[src/rtl/motor_input_cond.sv]
// Input conditioner for the motor up/down controller: synchronizes and debounces button and limit switches,
// emits one activate pulse per press, and flags a sticky both-limits fault. Optional macro: MOTOR_COND_LOCKOUT_EN.
module motor_input_cond #(
    parameter int unsigned DEBOUNCE_CYCLES = 50000,
    parameter int unsigned CNT_W           = 16,
    parameter int unsigned LOCKOUT_CYCLES  = 100000,
    parameter int unsigned LOCK_W          = 17
) (
    input  logic clk,
    input  logic rst_n,
    input  logic btn_n_raw,
    input  logic up_n_raw,
    input  logic dn_n_raw,
    input  logic fault_clr,
    output logic activate,
    output logic up_limit,
    output logic dn_limit,
    output logic limit_fault
);

    localparam int NCH = 3;
    localparam int BTN = 0;
    localparam int UP  = 1;
    localparam int DN  = 2;

    if (DEBOUNCE_CYCLES < 2 || CNT_W < 1 || LOCKOUT_CYCLES < 1 || LOCK_W < 1) begin : g_bad_param
        $error("motor_input_cond: illegal parameter value");
    end

`ifdef MOTOR_COND_LOCKOUT_EN
    typedef enum logic [1:0] {
        S_IDLE    = 2'd0,
        S_HELD    = 2'd1,
        S_LOCKOUT = 2'd2
    } state_e;
`else
    typedef enum logic [0:0] {
        S_IDLE = 1'b0,
        S_HELD = 1'b1
    } state_e;
`endif

    logic [NCH-1:0]            sync1_q, sync2_q;
    logic [NCH-1:0]            sync_c;
    logic [NCH-1:0]            deb_q, deb_d;
    logic [NCH-1:0][CNT_W-1:0] cnt_q, cnt_d;
    logic                      fault_q, fault_d;
    logic                      activate_q, activate_d;
    state_e                    state_q, state_d;
`ifdef MOTOR_COND_LOCKOUT_EN
    logic [LOCK_W-1:0]         lock_cnt_q, lock_cnt_d;
`endif

    // Two-flop synchronizers; released (high) at reset
    always_ff @(posedge clk or negedge rst_n) begin
        if (!rst_n) begin
            sync1_q <= '1;
            sync2_q <= '1;
        end else begin
            sync1_q <= {dn_n_raw, up_n_raw, btn_n_raw};
            sync2_q <= sync1_q;
        end
    end

    assign sync_c = ~sync2_q;

    // Per-channel debounce: any match restarts the count, so short glitches are rejected
    always_comb begin
        deb_d = deb_q;
        cnt_d = cnt_q;
        for (int i = 0; i < NCH; i++) begin
            if (sync_c[i] == deb_q[i]) begin
                cnt_d[i] = '0;
            end else if (cnt_q[i] == CNT_W'(DEBOUNCE_CYCLES - 1)) begin
                deb_d[i] = sync_c[i];
                cnt_d[i] = '0;
            end else begin
                cnt_d[i] = cnt_q[i] + CNT_W'(1);
            end
        end
    end

    // Sticky fault; a set condition wins over a clear request
    always_comb begin
        fault_d = fault_q;
        if (deb_q[UP] && deb_q[DN]) begin
            fault_d = 1'b1;
        end else if (fault_clr) begin
            fault_d = 1'b0;
        end
    end

    // Press FSM: one pulse per debounced press, suppressed while faulted
    always_comb begin
        state_d    = state_q;
        activate_d = 1'b0;
`ifdef MOTOR_COND_LOCKOUT_EN
        lock_cnt_d = '0;
`endif
        case (state_q)
            S_IDLE: begin
                if (deb_q[BTN]) begin
                    state_d    = S_HELD;
                    activate_d = ~fault_q;
                end
            end
            S_HELD: begin
                if (!deb_q[BTN]) begin
`ifdef MOTOR_COND_LOCKOUT_EN
                    state_d = S_LOCKOUT;
`else
                    state_d = S_IDLE;
`endif
                end
            end
`ifdef MOTOR_COND_LOCKOUT_EN
            S_LOCKOUT: begin
                if (lock_cnt_q == LOCK_W'(LOCKOUT_CYCLES - 1)) begin
                    state_d = deb_q[BTN] ? S_HELD : S_IDLE;
                end else begin
                    lock_cnt_d = lock_cnt_q + LOCK_W'(1);
                end
            end
`endif
            default: state_d = S_IDLE;
        endcase
    end

    // State and output registers
    always_ff @(posedge clk or negedge rst_n) begin
        if (!rst_n) begin
            deb_q      <= '0;
            cnt_q      <= '0;
            fault_q    <= 1'b0;
            activate_q <= 1'b0;
            state_q    <= S_IDLE;
`ifdef MOTOR_COND_LOCKOUT_EN
            lock_cnt_q <= '0;
`endif
        end else begin
            deb_q      <= deb_d;
            cnt_q      <= cnt_d;
            fault_q    <= fault_d;
            activate_q <= activate_d;
            state_q    <= state_d;
`ifdef MOTOR_COND_LOCKOUT_EN
            lock_cnt_q <= lock_cnt_d;
`endif
        end
    end

    assign activate    = activate_q;
    assign up_limit    = deb_q[UP];
    assign dn_limit    = deb_q[DN];
    assign limit_fault = fault_q;

endmodule
[config.mk]
export PLATFORM = sky130hd
export DESIGN_NAME = motor_input_cond
export DESIGN_NICKNAME = d
export VERILOG_FILES = /design/src/rtl/motor_input_cond.sv
export SDC_FILE = /design/constraint.sdc
export NUM_CORES = 1
export LEC_CHECK = 0
export CORE_MARGIN = 5
export CORE_UTILIZATION = 40
export CTS_CLUSTER_SIZE = 30
export DETAILED_ROUTE_END_ITERATION = 16
export GPL_ROUTABILITY_DRIVEN = 0
export GPL_TIMING_DRIVEN = 0
export PLACE_DENSITY = 0.53
export SLEW_MARGIN = 30
export SYNTH_ARGS = -nofsm -noshare
export SYNTH_HDL_FRONTEND = slang
export SYNTH_SLANG_ARGS = --single-unit
[constraint.sdc]
create_clock -name clk -period 1.94 [get_ports clk]
set_input_delay 0.582 -clock clk [delete_from_list [all_inputs] [get_ports clk]]
set_output_delay 0.582 -clock clk [all_outputs]
set_load 0.02 [all_outputs]
==> flow_metrics.py <==
metrics = {
    "sta": {
        "maxSlewHeadroom": 0.7468,
        "skew_ps": 7.843,
        "tightestPinTransition_ps": 376.3,
        "final-setup-viol-count": 0,
        "rsz0062_at_grt": "false",
        "whs_ps": 149.6,
        "clock.fmax_mhz": 547.8,
        "hold_viol": 0,
        "fin_ws_ps": 114.6,
        "layout_min_cycle_time_ps": 1825,
        "finalCritPeriodShare": 0.9409,
        "slew_violations": 0,
    },
    "finish": {
        "area_growth_pct": 15.48,
        "drive_above_1_share": 0.1020,
        "antenna_cells": 0,
        "post-route-util": 0.4710,
        "fillerInstances": 624,
        "final_nets": 298,
    },
    "synthesis": {
        "synth-seq-cells": 60,
        "netlist_area_sq_um": 2740,
        "avgSynthCellArea_sq_um": 10.22,
        "yosysUniqueCellTypes": 25,
        "yosysTopAreaCell": "dfrtp_1",
        "synth_area_leaders": "dfrtp_1 (49%), xnor2_1 (12%), nor2_1 (7.3%), dfstp_2 (5.8%), nand4_1 (3.4%)",
        "syn-num-nets": 277,
        "seq_area_frac_synth": 0.5507,
        "ys_warn_count": 0,
        "synth.top_cell.area_share": 0.4932,
        "synthCells": 268,
    },
    "setup_path": {
        "arrival_ps": 1240,
        "crit_chain": "clkdlybuf4s50_1",
        "crit_type": "reg -> out",
        "worst-r2r-cell-count": 5,
        "r2r_slack_ps": 190,
        "cp_slowest_stage_delay_ps": 590,
        "cp-start-kind": "register",
        "cp-end-kind": "output pin",
        "r2r_start": "cnt_q[16]",
        "cp_num_buf_inv": 1,
        "path_delay_family": "buffers and inverters",
        "required_ps": 1360,
        "r2r_end": "cnt_q[28]",
        "slowest_stage": "clkdlybuf4s50_1",
        "worstPathMaxFanout": 1,
    },
    "global_route": {
        "gr-total-overflow": 0,
        "grt_pass1_vias": 1893,
        "grt_max_degree": 36,
        "antenna_found_initial": 0,
        "grt_pass1_wl_um": 8873,
        "grtUsageTotal": 0.1306,
    },
    "floorplanning": {
        "io_pins": 10,
        "start_util": 0.4078,
        "rows": 30,
        "die_h_um": 92.77,
        "die_w_um": 92.77,
        "design.core.area_sq_um": 6719,
        "dieArea_sq_um": 8605,
    },
    "routing": {
        "avgViaCountPerCell": 5.083,
        "dr.pass1.iters": 4,
        "routed_wl_um": 5003,
        "ant_nets": 0,
        "dr_total_vias": 1901,
        "drt_iter0_drc": 60,
        "wl_per_cell_um": 13.38,
        "remaining_drc_errors": 0,
    },
    "power_and_ir_drop": {
        "max-vdd-ir-drop_v": 0.0003331,
        "power_density_nw_per_um2": 822.2,
        "leakage_nw": 1.254,
        "total_power_mw": 2.602,
    },
    "clocking": {
        "htree_levels": 3,
        "cts_max_path_buffers": 2,
        "cts_buffers": 9,
        "clkLatencyLatePin_ps": 330,
        "cts_hold_buf": 0,
        "cts_root_buf": "clkbuf_8",
        "cts_tree": "yes",
        "clock_sinks": 60,
        "path_clk_slew_ps": 70,
        "cts_setup_buffers": 0,
    },
    "placed_design": {
        "port_buffers": 9,
        "pre_cts_slack_ps": 169.2,
        "place_hpwl_um": 3499,
    },
    "flow_run": {
        "drv_cap": 0,
    },
    "hold_path": {
        "hold_class": "in -> async",
    },
    "outcome": {
        "status": "complete, no violations",
    },
}
==> synth_stat cells <==
library cell and instances:
a31o_2 1, nand2_1 17, nor4b_1 3, nand4_1 15
nor3_1 13, nand3_1 14, and3_1 4, nor2_1 53
nor4_2 1, buf_6 1, inv_1 14, dfstp_2 6
o21ai_0 2, o31ai_4 1, nor4_1 11, nor4bb_1 4
mux2i_1 1, buf_2 3, ha_1 3, a21oi_1 2
xnor2_1 39, dfrtp_1 54, xor2_1 4, o22ai_1 1
nor3b_1 1
==> final cells by class <==
cell class              instances  area [sq um]  share of cell area
flip-flops and latches         60          1509              0.4769
multi-input cells             190          1152              0.3642
clock buffers                  11         141.4             0.04468
repair buffers                 10         107.6             0.03401
well taps                      80         100.1             0.03163
clock inverters                 5         75.07             0.02372
inverters                      14         52.55             0.01661
plain buffers                   4         26.28            0.008304
==> layer usage <==
metal	track usage	up-vias	share of wire
li1	-	952	-
met1	0.1714	917	0.49
met2	0.1968	28	0.46
met3	0.05199	4	0.042
met4	0.04274	0	0.0092
met5	0	-	0
==> placed cells by master, fill, tap and decap left out, drive strengths merged, types with 2 or more instances in the layout <==
master	n
clkinv	3
dfstp	6
a21oi	2
inv	14
nand3	14
nand4	15
xor2	4
nor4	12
nand2	17
clkdlybuf4s50	5
buf	6
dlygate4sd2	2
bufinv	2
nor4bb	4
dfrtp	54
nor2	53
xnor2	39
ha	3
clkbuf	11
and3	4
o21ai	2
nor3	13
nor4b	3
==> where the power goes <==
group          internal (mW)  leakage, nW  switching (mW)
combinational         0.0342        0.330          0.0541
clock                  0.752        0.113           0.463
sequential              1.28        0.810          0.0204
total                   2.06         1.25           0.538
==> worst max path at each step <==
stage / depth (start not counted) / from / endpoint
after detailed placement: 5 / cnt_q[16] / cnt_q[26]
final: 1 / activate / activate
after global routing: 5 / cnt_q[26] / cnt_q[26]
after CTS: 1 / limit_fault / limit_fault
after global placement: 1 / rst_n / cnt_q[1]
after floorplan: 6 / cnt_q[23] / cnt_q[23]
==> cells by family (layout without fill, tap and decap cells) <==
kind of cell,count (synthesis),in the layout,share of synthesized area
muxes,1,1,0.003653
xor gates and xnor gates,43,43,0.1374
and+or+nand+nor,136,136,0.2452
buffers and inverters,18,44,0.02877
AOI/OAI and AO/OA,7,7,0.02055
adders and majority gates,3,3,0.01370
DFF,60,60,0.5507
==> per-stage QoR <==
step / TNS, ps / area, sq um / cells
2_1_floorplan: 0 / 2740 / 268
3_3_place_gp: -96850 / 2930 / 357
3_5_place_dp: 0 / 2948 / 358
4_1_cts: 0 / 3162 / 374
5_1_grt: 0 / 3164 / 374
6_report: 0 / 3164 / 374
==> sequential cells by signal, summed over array words and instances, names as in the netlist <==
register	cells
sync1_q	3
activate	1
deb_q	3
cnt_q	48
sync2_q	3
limit_fault	1
state_q	1
==> timing repair <==
action	4_1_cts	5_1_grt
gates resized for setup	2	1
pin swaps	0	0
setup endpoints to repair	2	1
No activity file was read; power rests on OpenSTA's default activity.
